$ cat config.mk
export PLATFORM = sky130hd
export DESIGN_NAME = mem_stage
export DESIGN_NICKNAME = d
export VERILOG_FILES = /design/src/rtl/mem_stage.sv
export SDC_FILE = /design/constraint.sdc
export NUM_CORES = 1
export LEC_CHECK = 0
export ABC_CLOCK_PERIOD_IN_PS = 1800
export CORE_UTILIZATION = 30
export CTS_CLUSTER_DIAMETER = 200
export CTS_CLUSTER_SIZE = 24
export DETAILED_ROUTE_END_ITERATION = 6
export MAX_ROUTING_LAYER = met4
export PLACE_DENSITY = 0.8
export SETUP_SLACK_MARGIN = 0.1
export SYNTH_ARGS = -nofsm -noshare
export SYNTH_HDL_FRONTEND = slang
export SYNTH_SLANG_ARGS = --single-unit
$ cat constraint.sdc
create_clock -name clk -period 1.8 [get_ports clk]
set_clock_uncertainty 0.05 [all_clocks]
set_input_delay 0.36 -clock clk [delete_from_list [all_inputs] [get_ports clk]]
set_output_delay 0.36 -clock clk [all_outputs]
set_load 0.02 [all_outputs]
$ cat src/rtl/mem_stage.sv
// Memory-access stage: drives a valid/ready data-memory handshake from EX/MEM controls,
// stalls upstream while an access is outstanding, aborts hung accesses and registers MEM/WB.
module mem_stage #(
    parameter int D_WIDTH = 32,
    parameter int RF_SIZE = 5,
    parameter int TIMEOUT = 16,
    parameter int CNT_W   = 5
) (
    input  logic               clk,
    input  logic               rst,
    input  logic [D_WIDTH-1:0] alu_out_mem,
    input  logic [D_WIDTH-1:0] rs2_val_mem,
    input  logic [RF_SIZE-1:0] rd_mem,
    input  logic               reg_write_mem,
    input  logic               mem_we_mem,
    input  logic               mem_re_mem,
    input  logic               mem_to_reg_mem,
    output logic               dmem_req,
    output logic               dmem_we,
    output logic [D_WIDTH-1:0] dmem_addr,
    output logic [D_WIDTH-1:0] dmem_wdata,
    input  logic               dmem_ready,
    input  logic [D_WIDTH-1:0] dmem_rdata,
    output logic               stall_mem,
    output logic [D_WIDTH-1:0] wb_data_wb,
    output logic [RF_SIZE-1:0] rd_wb,
    output logic               reg_write_wb,
    output logic               bus_err_wb
);

    typedef enum logic [0:0] {
        IDLE = 1'b0,
        BUSY = 1'b1
    } state_t;

    localparam logic [CNT_W-1:0] TIMEOUT_C = CNT_W'(TIMEOUT);

    state_t             state_r;
    state_t             state_nxt_s;
    logic [CNT_W-1:0]   cnt_r;
    logic [CNT_W-1:0]   cnt_nxt_s;

    logic               access_s;
    logic               misaligned_s;
    logic               at_limit_s;
    logic               complete_s;
    logic               abort_s;
    logic               load_sel_s;

    // Access decode and handshake qualifiers
    always_comb begin
        access_s     = mem_we_mem | mem_re_mem;
        misaligned_s = access_s && (alu_out_mem[1:0] != 2'b00);
        at_limit_s   = (state_r == BUSY) && (cnt_r == TIMEOUT_C);
        dmem_req     = access_s && !misaligned_s;
        dmem_we      = mem_we_mem;
        dmem_addr    = alu_out_mem;
        dmem_wdata   = rs2_val_mem;
        complete_s   = dmem_req && dmem_ready;
        // The abort cycle still presents the request but releases the pipeline.
        abort_s      = dmem_req && !dmem_ready && at_limit_s;
        stall_mem    = dmem_req && !dmem_ready && !at_limit_s;
        load_sel_s   = mem_to_reg_mem && mem_re_mem && !mem_we_mem;
    end

    // Next-state and wait-counter logic
    always_comb begin
        state_nxt_s = IDLE;
        cnt_nxt_s   = {CNT_W{1'b0}};
        case (state_r)
            IDLE: begin
                if (dmem_req && !dmem_ready) begin
                    state_nxt_s = BUSY;
                    cnt_nxt_s   = CNT_W'(1);
                end else begin
                    state_nxt_s = IDLE;
                    cnt_nxt_s   = {CNT_W{1'b0}};
                end
            end
            BUSY: begin
                if (!dmem_req || complete_s || at_limit_s) begin
                    state_nxt_s = IDLE;
                    cnt_nxt_s   = {CNT_W{1'b0}};
                end else begin
                    state_nxt_s = BUSY;
                    cnt_nxt_s   = cnt_r + CNT_W'(1);
                end
            end
            default: begin
                state_nxt_s = IDLE;
                cnt_nxt_s   = {CNT_W{1'b0}};
            end
        endcase
    end

    // FSM state and wait-counter registers
    always_ff @(posedge clk) begin
        if (rst) begin
            state_r <= IDLE;
            cnt_r   <= {CNT_W{1'b0}};
        end else begin
            state_r <= state_nxt_s;
            cnt_r   <= cnt_nxt_s;
        end
    end

    // MEM/WB pipeline register: bubble while stalled, fault record on abort/misalign
    always_ff @(posedge clk) begin
        if (rst) begin
            wb_data_wb   <= {D_WIDTH{1'b0}};
            rd_wb        <= {RF_SIZE{1'b0}};
            reg_write_wb <= 1'b0;
            bus_err_wb   <= 1'b0;
        end else if (stall_mem) begin
            wb_data_wb   <= {D_WIDTH{1'b0}};
            rd_wb        <= {RF_SIZE{1'b0}};
            reg_write_wb <= 1'b0;
            bus_err_wb   <= 1'b0;
        end else if (abort_s || misaligned_s) begin
            wb_data_wb   <= alu_out_mem;
            rd_wb        <= rd_mem;
            reg_write_wb <= 1'b0;
            bus_err_wb   <= 1'b1;
        end else begin
            wb_data_wb   <= load_sel_s ? dmem_rdata : alu_out_mem;
            rd_wb        <= rd_mem;
            reg_write_wb <= reg_write_mem;
            bus_err_wb   <= 1'b0;
        end
    end

endmodule

==> results.toml <==
[run_status]
outcome = "complete, but fails checks"
violations = "setup timing"

[clocking]
path_clk_slew_ns = 0.08
cts_made_buffers = 5
cts_max_path_buffers = 2
insertion_delay_ns = 0.29
cts_root_buf = "clkbuf_8"
cts_max_level = 2
cts_tree = "built"
cts.sinks = 45
hold_buffers = 0

[timing]
slew_headroom_pct = 72.98
worst_slack_ns = -0.02693
tightest_slew_ns = 0.4052
period_share_pct = 101.5
hold_slack_ns = 0.3183
setup_viol = 1
fin_crit_ns = 1.827
hold_violations = 0
rsz0062_at_grt = "yes"
finalMaxSlewViolations = 0
max_freq_ghz = 0.5474

[setup_path]
crit_required_ns = 1.39
endpoint_kind = "output pin"
crit_type = "primary input to output pin"
crit_path_max_fanout = 2
start_kind = "primary input"
arrival_ns = 1.42

[power_and_ir_drop]
p_leak_nw = 1.466
ir_drop_mv = 0.4176
powerDensity_nw_per_um2 = 664.0

[placed_design]
routabilityCongestion = 0.7276
io_buffers = 149
post-dp-hpwl_um = 5202

[drt]
drc = 0
via_count = 2146
drt_pass1_iterations = 4
ant_nets = 0
drtIter0Drc = 53
drt-wirelength-per-cell_um = 14.86
drt_wl_total_um = 6986
vias_per_cell = 4.566

[die]
initial_core_util_pct = 30.98
ios = 214
dieArea_um2 = 7840
die_x_um = 88.55
rows = 31
die_y_um = 88.55
core_area_um2 = 7253

[global_route]
grt_antenna_before_repair = 0
grt_overflow = 0
grt_pass1_wl_um = 9936
grt_start_max_net_pins = 33
grtUsageTotal_pct = 17.57
grt_pass1_vias = 2054

[synth]
ys_types = 26
synth_common_cells = "buf_4 (65), dfxtp_1 (45), a21oi_1 (32)"
synth.area.top_cells = "dfxtp_1 (40%), buf_4 (22%), o211ai_1 (10%)"
syn-cell-area_um2 = 2247
synth_edf_count = 0
async_flop_share_pct = 0
synth_seq_cells = 45
synthMostInstantiatedCell = "buf_4"
postSynthCellCount = 261
synth.top_cell.area_share_pct = 40.09
syn_avg_cell_area_um2 = 8.610
ys_seq_area_share_pct = 40.09
yosysTopAreaCell = "dfxtp_1"
syn_nets = 371
ys.warnings.count = 0
synth_ff_type = "dfxtp_1"

[finish]
syn_to_final_growth_pct = 65.59
num_antenna_cells = 0
final_nets = 480
fin_util_pct = 51.30
drive_above_1_share_pct = 17.25

[flow_run]
max_cap_viol_count = 0

[hold_path]
hold_path_class = "primary input to flip-flop"
## cell families after synthesis
kind of cell	synth area share [%]
compound gates	17.82
xor+xnor	1.169
fa+ha+maj	1.113
buf+inv	25.95
flops	40.09
simple gates	13.86
## sequential cells by signal, summed over array words and instances, names as in the netlist
name and count:
rd_wb 5, state_r 1, wb_data_wb 32, reg_write_wb 1, bus_err_wb 1, cnt_r 5
## layout by cell type (no fill, tap or decap)
cell,synthesis,routed
a211oi_1,1,1
a21oi_1,32,32
and2_1,1,1
and3b_1,1,1
and4_1,1,1
and4b_1,1,1
buf_12,0,3
buf_2,3,3
buf_4,65,35
buf_6,0,3
bufinv_16,0,1
clkbuf_8,0,6
clkdlybuf4s15_1,0,1
clkdlybuf4s50_1,0,110
clkinv_4,0,1
clkinvlp_4,0,1
dfxtp_1,45,43
dfxtp_2,0,2
dlygate4sd2_1,0,31
dlymetal6s2s_1,0,1
ha_1,2,1
ha_4,0,1
inv_1,3,1
inv_2,0,2
nand2_1,31,31
nand3_1,2,2
nor2_1,6,5
nor2_4,0,1
nor3_1,3,3
nor3b_1,7,7
nor4b_2,3,3
o211ai_1,30,30
o21a_1,1,1
or2_4,1,1
or4_4,0,1
xnor2_1,1,1
xor2_1,2,2
## worst max-delay path, stage by stage
cell and delay, ns:
buf_6 0.08, nor2_4 0.04, or4_4 0.53, or2_4 0.26, clkinv_4 0.05, buf_6 0.10
## final cells by class
class                           count  area, um2
Inverter                            4      20.02
Timing Repair Buffer              187       1767
Clock inverter                      2      37.54
Multi-Input combinational cell    127      787.0
Fill cell                         694       3532
Clock buffer                        6      82.58
Tap cell                           99      123.9
Sequential cell                    45      903.4
## per-layer routing
metal	GRT usage [%]	share of wire, %	wire length (um)	vias to the layer above
met1	17.37	37	2582	976
met4	8.944	2.3	159	0
met3	4.104	8.3	581	17
met5	-	0	0	-
met2	32.03	52	3662	113
li1	-	-	-	1040
## per-stage QoR
step	cell area (um2)	setup slack, ns	total power, mW	TNS, ns	std cells
floorplan	2252	0.04061	1.454	0	261
global placement	3602	-0.9217	1.711	-17.73	460
detailed placement	3602	-0.9196	1.722	-18.83	460
CTS	3691	-0.05362	2.506	-0.05362	468
global route	3721	-0.05239	2.573	-0.05239	470
finish	3721	-0.02693	2.471	-0.02693	470
## report_power, final
group          switching (mW)  internal (mW)
Clock                   0.350          0.452
Combinational           0.264          0.345
Sequential             0.0131           1.05
Total                   0.627           1.84
## worst paths after layout
check | from | end | slack, ns | cells after the start
setup / recovery | mem_re_mem | stall_mem | -0.03 | 6
hold / removal | alu_out_mem[0] | wb_data_wb[0] | 0.32 | 3
setup reg to reg | cnt_r[1] | cnt_r[1] | 0.32 | 8
hold reg to reg | cnt_r[0] | cnt_r[0] | 0.58 | 3
## repair_timing
item	4_1_cts	5_1_grt
setup endpoints to repair	77	2
pin swaps	4	1
gates resized for setup	63	5
buffers inserted	0	2
Note: power is estimated with default switching activity, not from simulation.
